`src/rtl/fault_sim_sequencer.sv`:
```
// fault_sim_sequencer
//   Walks every stuck-at fault (each input SA0 then SA1) of an NUM_IN-input
//   combinational circuit, applies vectors 0..2^NUM_IN-1 to a good and a
//   faulty copy, and reports per fault whether (and first where) the copies
//   disagree. Results leave through a valid/ready handshake.
//
//   Optional feature macro: FAULT_SIM_FULL_SCAN_EN
//     undefined : scan of a fault stops at the first detecting vector;
//                 res_hits = {0, res_detected}.
//     defined   : every vector is applied for every fault; res_hits counts
//                 the detecting vectors, res_vector still holds the first one.

module fault_sim_sequencer #(
    parameter int NUM_IN        = 4,
    parameter int SETTLE_CYCLES = 1
) (
    input  logic                          clk,
    input  logic                          rst_n,
    input  logic                          start,
    output logic                          busy,
    output logic                          done,
    output logic [NUM_IN-1:0]             vec_out,
    output logic [$clog2(NUM_IN)-1:0]     fault_loc,
    output logic                          fault_type,
    output logic                          fault_en,
    input  logic                          z_good,
    input  logic                          z_faulty,
    output logic                          res_valid,
    input  logic                          res_ready,
    output logic [$clog2(2*NUM_IN)-1:0]   res_fault_id,
    output logic                          res_detected,
    output logic [NUM_IN-1:0]             res_vector,
    output logic [NUM_IN:0]               res_hits,
    output logic [$clog2(2*NUM_IN):0]     det_total
);

    localparam int ID_W    = $clog2(2*NUM_IN);
    localparam int DET_W   = ID_W + 1;
    localparam int SET_W   = (SETTLE_CYCLES > 1) ? $clog2(SETTLE_CYCLES) : 1;
    localparam logic [ID_W-1:0]  LAST_ID   = ID_W'(2*NUM_IN - 1);
    localparam logic [DET_W-1:0] MAX_DET   = DET_W'(2*NUM_IN);
    localparam logic [SET_W-1:0] SET_LAST  = SET_W'(SETTLE_CYCLES - 1);

`ifdef FAULT_SIM_FULL_SCAN_EN
    localparam bit EARLY_EXIT = 1'b0;
`else
    localparam bit EARLY_EXIT = 1'b1;
`endif

    typedef enum logic [2:0] {
        S_IDLE,
        S_APPLY,
        S_SETTLE,
        S_COMPARE,
        S_REPORT,
        S_DONE
    } state_t;

    state_t            state;
    state_t            state_next;
    logic [ID_W-1:0]   fault_id;
    logic [NUM_IN-1:0] vec;
    logic [SET_W-1:0]  settle_cnt;
    logic              detected;
    logic              mismatch;
    logic              last_vec;
    logic              handshake;
    logic              fault_init;

    assign mismatch   = z_good ^ z_faulty;
    assign last_vec   = (vec == {NUM_IN{1'b1}});
    assign handshake  = (state == S_REPORT) && res_ready;
    // Starting a run or moving to the next fault both reopen the scan at vector 0.
    assign fault_init = ((state == S_IDLE) && start) ||
                        (handshake && (fault_id != LAST_ID));

    // State register.
    always_ff @(posedge clk) begin
        // NOTE: registers take non-blocking assignments so every flop samples pre-edge values.
        if (!rst_n) state <= S_IDLE;
        else        state <= state_next;
    end

    // Next-state decode.
    always_comb begin
        // NOTE: default first so no path leaves state_next unassigned (no latch).
        state_next = state;
        case (state)
            S_IDLE:    if (start) state_next = S_APPLY;
            S_APPLY:   state_next = S_SETTLE;
            S_SETTLE:  if (settle_cnt == SET_LAST) state_next = S_COMPARE;
            S_COMPARE: begin
                if (mismatch && EARLY_EXIT) state_next = S_REPORT;
                else if (last_vec)          state_next = S_REPORT;
                else                        state_next = S_APPLY;
            end
            S_REPORT:  if (res_ready) state_next = (fault_id == LAST_ID) ? S_DONE : S_APPLY;
            S_DONE:    state_next = S_IDLE;
            default:   state_next = S_IDLE;
        endcase
    end

    // Fault/vector counters, per-fault result and the running detection total.
    always_ff @(posedge clk) begin
        if (!rst_n) begin
            fault_id   <= '0;
            vec        <= '0;
            settle_cnt <= '0;
            detected   <= 1'b0;
            res_vector <= '0;
            det_total  <= '0;
        end else begin
            if (fault_init) begin
                vec        <= '0;
                detected   <= 1'b0;
                res_vector <= '1;
            end
            case (state)
                S_IDLE: begin
                    if (start) begin
                        fault_id  <= '0;
                        det_total <= '0;
                    end
                end
                S_APPLY:  settle_cnt <= '0;
                S_SETTLE: settle_cnt <= settle_cnt + 1'b1;
                S_COMPARE: begin
                    if (mismatch) begin
                        detected <= 1'b1;
                        if (!detected) res_vector <= vec;
                    end
                    if (state_next == S_APPLY) vec <= vec + 1'b1;
                end
                S_REPORT: begin
                    if (res_ready) begin
                        if (detected && (det_total != MAX_DET)) det_total <= det_total + 1'b1;
                        if (fault_id != LAST_ID) fault_id <= fault_id + 1'b1;
                    end
                end
                default: ;
            endcase
        end
    end

`ifdef FAULT_SIM_FULL_SCAN_EN
    logic [NUM_IN:0] hits;

    // Count every detecting vector of the current fault.
    always_ff @(posedge clk) begin
        if (!rst_n)                                  hits <= '0;
        else if (fault_init)                         hits <= '0;
        else if ((state == S_COMPARE) && mismatch)   hits <= hits + 1'b1;
    end

    assign res_hits = hits;
`else
    assign res_hits = {{NUM_IN{1'b0}}, detected};
`endif

    // Control and injection outputs decoded from state and counters.
    assign busy         = (state == S_APPLY) || (state == S_SETTLE) ||
                          (state == S_COMPARE) || (state == S_REPORT);
    assign done         = (state == S_DONE);
    assign fault_en     = (state == S_APPLY) || (state == S_SETTLE) || (state == S_COMPARE);
    assign res_valid    = (state == S_REPORT);
    assign vec_out      = vec;
    assign fault_loc    = fault_id[ID_W-1:1];
    assign fault_type   = fault_id[0];
    assign res_fault_id = fault_id;
    assign res_detected = detected;

endmodule

```
`config.mk`:
```
export PLATFORM = sky130hd
export DESIGN_NAME = fault_sim_sequencer
export DESIGN_NICKNAME = d
export VERILOG_FILES = /design/src/rtl/fault_sim_sequencer.sv
export SDC_FILE = /design/constraint.sdc
export NUM_CORES = 1
export LEC_CHECK = 0
export ABC_AREA = 1
export ABC_CLOCK_PERIOD_IN_PS = 1300
export BUFFER_PORTS_ARGS = -buffer_cell sky130_fd_sc_hd__buf_2
export CAP_MARGIN = 20
export CELL_PAD_IN_SITES_DETAIL_PLACEMENT = 1
export CELL_PAD_IN_SITES_GLOBAL_PLACEMENT = 2
export CORE_MARGIN = 2
export CORE_UTILIZATION = 27
export CTS_CLUSTER_DIAMETER = 30
export DETAILED_ROUTE_END_ITERATION = 8
export GPL_ROUTABILITY_DRIVEN = 0
export PLACE_DENSITY = 0.76
export RECOVER_POWER = 100
export SYNTH_ARGS = -nofsm -noshare
export SYNTH_HDL_FRONTEND = slang
export SYNTH_SLANG_ARGS = --single-unit
```
`constraint.sdc`:
```
create_clock -name clk -period 1.3 [get_ports clk]
set_input_delay 0.195 -clock clk [delete_from_list [all_inputs] [get_ports clk]]
set_output_delay 0.195 -clock clk [all_outputs]
set_load 0.01 [all_outputs]
```
Word level (Yosys, flattened, before mapping):

Index checks and enable logic that the tools add are counted.

* register bits after elaboration: 20
* bits in writable memories: 0
* latch bits: 0
* memory bits (read-only): 0
* memories kept: 0

* div/mod/pow operators: 0
* add/sub/neg operators: 4
* shift operators: 0
* equality and inequality tests: 14
* bitwise logic cells: 1
* muxes and demuxes: 26
* $mul: 0
* $lt $le $gt $ge: 0
* reduce and logical (&&, ||, !) cells: 13

Operator list (count)
* two-way mux 4 bit: 10
* two-way mux 3 bit: 9
* case mux 3 bit (5 select lines): 1
* == test 3 bit (second input constant): 3
* adder 4 x 1 -> 4 bit (second input constant): 2
* case mux 4 bit (2 select lines): 1
* AND reduction 4 bit: 2
* == test 3 x 1 -> 1 bit (second input constant): 2
* == test 3 x 2 -> 1 bit (second input constant): 2
* != test 2 x 1 -> 1 bit (second input constant): 3
* case mux 3 bit (2 select lines): 1
* == test 4 bit (second input constant): 1
* logical AND 1 bit: 4
* logical OR 1 bit: 4
* != test 4 bit (second input constant): 1
* nonzero test 2 bit: 2
* adder 3 x 1 -> 3 bit (second input constant): 1
* logical NOT 3 bit: 1
* two-way mux 1 bit: 3
* != test 3 bit (second input constant): 1
* != test 2 bit (second input constant): 1
* case mux 1 bit (2 select lines): 1
* adder 1 bit (second input constant): 1
* XOR 1 bit: 1

Logic depth before layout (Yosys ltp):

Gate-level depths: netlist of the first run.

* depth in word-level cells: 8
* gate-level depth with buffers: 10
* depth with buffers taken out: 9

Worst setup path after synthesis of the first run:

Ideal clock, no wire load.

* path kind: reg-to-reg
* start: register fault_id[1], in the netlist res_fault_id[1]
* end: register fault_id[1], in the netlist res_fault_id[1]
* data required time: 1.185 ns
* arrival time: 1.241 ns
* setup slack: -0.056 ns
* period minus slack after synthesis: 1.356 ns
* cell stages (with the launch flop): 9
* cells stage by stage: dfxtp_1 -> ha_1 -> ha_1 -> nor2_4 -> nand2_8 -> nand2_8 -> inv_6 -> a21oi_2 -> nor2_1

* word-level cells in the longest chain between the ends: 4
* elaborated cells on any way between the ends: 7

RTL lines
* start: declaration: line 61 `logic [ID_W-1:0] fault_id;`
* start signal: assignment: line 137 `if (fault_id != LAST_ID) fault_id <= fault_id + 1'b1;`
* adder 3 x 1 -> 3 bit: line 137
* two-way mux 3 bit: line 137
* two-way mux 3 bit: line 135 `if (res_ready) begin`
* case mux 3 bit (2 select lines): line 118 `case (state)`

Several ways; a longest one is shown, not always the timed one. The select of a mux whose other input is x is not followed.
A chain may end at the register's enable or synchronous reset.

Final worst setup path of the first run:

* start: register state[1]
* end: output port busy

* word-level cells in the longest chain between the ends: 4
* elaborated cells on any way between the ends: 7

RTL lines
* start: declaration: line 59 `state_t state;`
* start signal: assignment: line 81 `else state <= state_next;`
* == test 3 x 1 -> 1 bit / == test 3 x 2 -> 1 bit (equally long branches): line 161 `assign busy = (state == S_APPLY) || (state == S_SETTLE) ||`
* logical OR 1 bit (2 in series): line 161
* logical OR 1 bit (*): line 162 `(state == S_COMPARE) || (state == S_REPORT);`
* end: declaration: line 20 `output logic busy,`

Every way passes the cells marked *; elsewhere a longest branch is shown, timed or not.

==> impl_metrics.csv, run 1 <==
group,metric,value,unit
clock_tree,clock_path_buffers,2,
floorplanning,dieArea,5660,µm²
power,power_switching,605,µW
yosys,netlist_instances,177,
sta,finClkSkew,0.00878,ns
global_routing,use_met3,2.81,%
sta,setup_ws,-0.0892,ns
power,leakage,0.000866,µW
layout,postLayoutCoreUtil,39.7,%
sta,slew_violations,0,
job,cap_viol_max_count,0,
yosys,yosys.area.top_type,"dfxtp_1",
sta,max_freq,0.720,GHz
setup_path,cp.required,1.11,ns
floorplanning,die_w,75.3,µm
yosys,synth_warnings,0,
place,io_buffers,29,
floorplanning,start_util,28.5,%
clock_tree,cts_hold_buffers,0,
global_routing,track_usage,13.1,%
status,outcome,"finished with violations",
routing,ant_nets,0,
layout,drive_above_1_share,41.9,%
clock_tree,cts_htree_levels,1,
sta,period_share,107,%
yosys,synth-edff-count,0,
global_routing,grt.busiest_layer,"met2",
yosys,synth.area.top_cells,"dfxtp_1 (29%), nand2_1 (7.9%), inv_1 (5.5%)",
global_routing,grt_pass1_vias,1204,
routing,drt-total-wl,3620,µm
global_routing,grt_pass1_wl,5690,µm
layout,areaGrowthSynthToFinish,39.4,%
layout,layout.nets,241,
clock_tree,cts_tree,"yes",
clock_tree,clock_latency,0.27,ns
global_routing,antenna_found_initial,0,
yosys,synth_common_cells,"nand2_1 (29), dfxtp_1 (20), inv_1 (20), nor2_1 (20)",
layout,n_antenna_cell,0,
floorplanning,fp.coreArea,4820,µm²
setup_path,worstSetupPathType,"reg -> out",
yosys,synth_most_common_cell,"nand2_1",
sta,rsz0062_at_grt,"true",
status,violations,"negative setup slack",
floorplanning,std_cell_rows,25,
layout,final_cell_area,1910,µm²
sta,period_minus_slack,1.39,ns
routing,drt_iter0_markers,19,
clock_tree,cts_inserted_buffers,3,
power,peakVddDrop,0.000462,V
sta,fin_hold_ws,0.303,ns
global_routing,grt_use_met1,17.0,%
sta,final-setup-viol-count,9,
yosys,async_flop_share,0,%
power,seqPwrFrac,36.3,%
place,hpwl,2630,µm
yosys,synthesis.area,1370,µm²
setup_path,cp_max_fo,3,
routing,drcViolationCount,0,
routing,wire_per_inst,12.2,µm
yosys,synth-main-ff-cell,"dfxtp_1",
place,pre_cts_ws,-0.00902,ns
power,p_int,1340,µW
floorplanning,ios,34,
routing,drt-pass1-iter-count,4,
yosys,synth-seq-cells,20,
global_routing,grt_max_degree,15,
power,p_comb_share,30.8,%
power,p_sw_share,31.1,%
routing,viasPerCell,4.34,
sta,finalSetupTns,-0.361,ns
global_routing,grtUsageMet2,23.0,%
clock_tree,cts.clk_slew.worst_paths,0.08,ns
yosys,synth_top_area_share,29.2,%
yosys,seq_area_frac_synth,29.2,%
hold_path,hp-class,"in -> reg",
sta,final_hold_viol_count,0,
clock_tree,cts_sinks,20,
yosys,syn-mean-instance-area,7.75,µm²
routing,num_vias,1286,
place,place_area,1640,µm²
setup_path,cp-end-kind,"output port",
global_routing,grt_overflow,0,
setup_path,cp.arrival,1.19,ns
floorplanning,die-height,75.3,µm
clock_tree,cts_root_buf,"clkbuf_8",
power,p_per_area,1020,nW/µm²
yosys,ys_types,33,
setup_path,cp-start-kind,"register",
power,clkPwrFrac,32.9,%
-- repair_timing --
| action | CTS | global route |
|---|---|---|
| gates resized for setup | 17 | 18 |
| endpoints found under the setup margin | 14 | 20 |
| endpoints found under the hold margin | 0 | 0 |
| buffers inserted | 5 | 8 |
| pin swaps | 7 | 9 |
-- registers in the layout (all words and copies together), names as in the netlist --
name / flops
settle_cnt: 1
res_vector: 4
res_detected: 1
vec_out: 4
state: 3
res_fault_id: 3
det_total: 4
-- logic make-up (layout without fill, tap and decap cells) --
logic type	Yosys count	in the layout	share of synthesized area (%)
buffers and inverters	41	90	16.1
adders and majority gates	5	5	4.56
and+or+nand+nor	90	90	39.1
xor gates and xnor gates	5	5	3.19
DFF	20	20	29.2
AOI/OAI and AO/OA	15	15	7.48
other	1	4	0.273
-- worst max-delay path, cell delays in order, from the launching register on --
cell     delay [ns]
dfxtp_4        0.38
nor2_4         0.06
nand2_4        0.11
inv_8          0.04
or2_1          0.21
buf_2          0.13
-- cell usage in the layout, fill, tap and decap left out, types with 5 or more instances in the layout --
cell type and n:
nand2_1 26, dfxtp_1 17, inv_2 7, buf_2 16, nand2_2 6, nand3_2 7, buf_4 14, nor2_2 6
inv_1 19, clkbuf_1 17, nand3_1 7, nor2_1 16, nand4_1 5, buf_6 6
-- stage by stage --
step	instances	power, µW
floorplan	180	1070
global placement	279	1220
detailed placement	279	1230
CTS	288	1920
global route	296	2050
finish	296	1940
-- final timing paths --
kind | startpoint | end | slack [ns] | depth (start not counted)
hold / removal | rst_n | vec_out[0] | 0.30 | 3
hold reg to reg | settle_cnt | settle_cnt | 0.47 | 2
setup / recovery | state[1] | busy | -0.09 | 5
setup reg to reg | state[0] | det_total[0] | -0.06 | 10
-- area by class of cell --
class / count / area [µm²]
Fill cell: 636 / 2910
Multi-Input combinational cell: 119 / 845
Sequential cell: 20 / 412
Timing Repair Buffer: 55 / 357
Inverter: 31 / 144
Tap cell: 67 / 83.8
Clock buffer: 3 / 41.3
Clock inverter: 1 / 30.0
-- routing by layer --
layer  vias up  wire, µm
met2        31      1820
met1       602      1600
met4         0        40
li1        649         -
met5         -         0
met3         4       167
-- power by group through the flow --
stage / clock, µW / sequential [µW] / combinational (µW)
final: 638 / 705 / 598
after global placement: 0 / 715 / 507
after CTS: 661 / 707 / 553
after detailed placement: 0 / 715 / 515
after global routing: 669 / 713 / 667
after floorplan: 0 / 738 / 329
No activity file was read; power rests on OpenSTA's default activity.
==> inputs of run 2 (changes only) <==
Settings changed: CELL_PAD_IN_SITES_DETAIL_PLACEMENT 1 to 0, CELL_PAD_IN_SITES_GLOBAL_PLACEMENT 2 to 1, CORE_UTILIZATION 27 to 34, PLACE_DENSITY 0.76 to 0.75.
==> impl_metrics.csv, run 2 (synthesized netlist as in run 1, its figures left out) <==
group,metric,value,unit
hold_path,hold_end,"det_total[1]",
global_routing,track_usage,14.5,%
floorplanning,ios,34,
setup_path,rr_startpoint,"state[1]",
clock_tree,cts.clk_slew.worst_paths,0.08,ns
clock_tree,cts_sinks,20,
setup_path,cp-start-kind,"register",
setup_path,cp_max_fo,3,
layout,postLayoutCoreUtil,42.4,%
routing,drt-pass1-iter-count,4,
setup_path,worstRegToRegCells,6,
layout,final-seq-area,407,µm²
sta,period_share,103,%
sta,final-setup-viol-count,1,
global_routing,grt_pass1_wl,4960,µm
hold_path,hold_depth,3,
clock_tree,cts_tree,"yes",
layout,areaGrowthSynthToFinish,21.8,%
global_routing,antenna_found_initial,0,
routing,num_vias,1177,
hold_path,hp-class,"in -> reg",
routing,drt-total-wl,2890,µm
floorplanning,start_util,34.8,%
job,cap_viol_max_count,0,
sta,period_minus_slack,1.34,ns
clock_tree,cts_inserted_buffers,3,
routing,wire_per_inst,10.7,µm
layout,stdcell_count,269,
status,violations,"negative setup slack",
place,pre_cts_ws,0.00683,ns
global_routing,grt_pass1_vias,1093,
power,p_per_area,1010,nW/µm²
floorplanning,die-height,67.5,µm
floorplanning,dieArea,4560,µm²
floorplanning,fp.coreArea,3940,µm²
layout,fillCellCount,413,
setup_path,r2r_end,"vec_out[0]",
global_routing,grt_overflow,0,
setup_path,critPathSlowestCell,"dfxtp_2",
setup_path,cp.arrival,1.14,ns
hold_path,worstHoldStart,"rst_n",
clock_tree,cts_htree_levels,1,
place,dp.cells,260,
clock_tree,cts_root_buf,"clkbuf_8",
place,hpwl,2170,µm
setup_path,worstSetupPathType,"reg -> out",
floorplanning,die_w,67.5,µm
routing,drt_iter0_markers,20,
global_routing,grt_max_degree,12,
sta,final_hold_viol_count,0,
setup_path,rrSetupSlack,0.02,ns
clock_tree,clock_path_buffers,2,
sta,setup_ws,-0.0380,ns
clock_tree,clock_latency,0.26,ns
layout,drive_above_1_share,34.7,%
sta,finClkSkew,0.00164,ns
routing,viasPerCell,4.38,
sta,slew_violations,0,
setup_path,worstPathCellList,"nor2_4 -> nor2_2 -> or2_1 -> buf_6",
place,io_buffers,29,
layout,layout.nets,231,
sta,rsz0062_at_grt,"true",
status,outcome,"finished with violations",
layout,final_common_cell,"nand2_1",
setup_path,max_stage_delay,0.34,ns
layout,final_cell_mix,"nand2_1 (27), inv_1 (20), nor2_1 (19), buf_2 (18), clkbuf_1 (18)",
power,peakVddDrop,0.000404,V
clock_tree,cts_hold_buffers,0,
floorplanning,std_cell_rows,23,
setup_path,cp-end-kind,"output port",
routing,drcViolationCount,0,
setup_path,cp.required,1.11,ns
routing,ant_nets,0,
layout,n_antenna_cell,0,
power,leakage,0.000781,µW
layout,multi_input_area,777,µm²
sta,max_freq,0.747,GHz
==> run 2: cell types whose count changed in the layout (fill, tap and decap cells not counted), moves of 2 or more <==
cell | previous run | this run
buf_12 | 2 | 0
nand3_1 | 7 | 9
dfxtp_2 | 0 | 2
buf_6 | 6 | 2
nand3_2 | 7 | 5
buf_4 | 14 | 7
buf_2 | 16 | 18
nor2_1 | 16 | 19
dfxtp_4 | 3 | 1
inv_4 | 2 | 0
==> run 2: what timing repair did <==
action / CTS / global route
endpoints found under the setup margin: 5 / 13
pin swaps: 6 / 4
setup buffers: 5 / 0
resized for setup: 9 / 5
==> run 2: worst max-delay path: cells and delay by family (launching register included) <==
family | cells | cell delay, ns
and+or+nand+nor | 3 | 0.42
DFF | 1 | 0.34
buffers and inverters | 1 | 0.12
==> run 2: worst max path at each step <==
stage	start	endpoint	cells after the start
floorplan	res_fault_id[1]	res_fault_id[2]	8
global placement	res_fault_id[1]	res_fault_id[2]	8
detailed placement	res_fault_id[1]	res_fault_id[1]	8
CTS	state[1]	busy	4
global route	state[0]	busy	4
finish	state[0]	busy	4
==> run 2: per-layer routing <==
layer,vias to the layer above,part of all wire [%],GRT usage (%)
met2,21,45,23.5
li1,627,-,-
met3,5,3.7,2.50
met5,-,0,0
met4,0,1.6,6.12
met1,524,50,18.9
==> run 2: cell type report <==
type | count | area share, %
Multi-Input combinational cell | 119 | 46.5
Tap cell | 50 | 3.75
Sequential cell | 20 | 24.3
Inverter | 31 | 8.16
Clock buffer | 4 | 3.30
Timing Repair Buffer | 45 | 13.9
==> run 2: stage by stage <==
stage	hold WS (ns)	total power (µW)	setup TNS, ns	instance area, µm²
final	0.260	1690	-0.0380	1670
after global routing	0.270	1810	-0.529	1670
after CTS	0.262	1720	-0.0623	1720
after detailed placement	0.452	1190	0	1590
after global placement	0.450	1190	0	1590
after floorplan	0.378	1070	0	1390
==> run 2: power breakdown <==
| group | switching (µW) | total, µW | internal, µW |
|---|---|---|---|
| logic | 295 | 498 | 202 |
| clock network | 222 | 492 | 270 |
| registers | 35.8 | 701 | 665 |
| total | 553 | 1690 | 1140 |
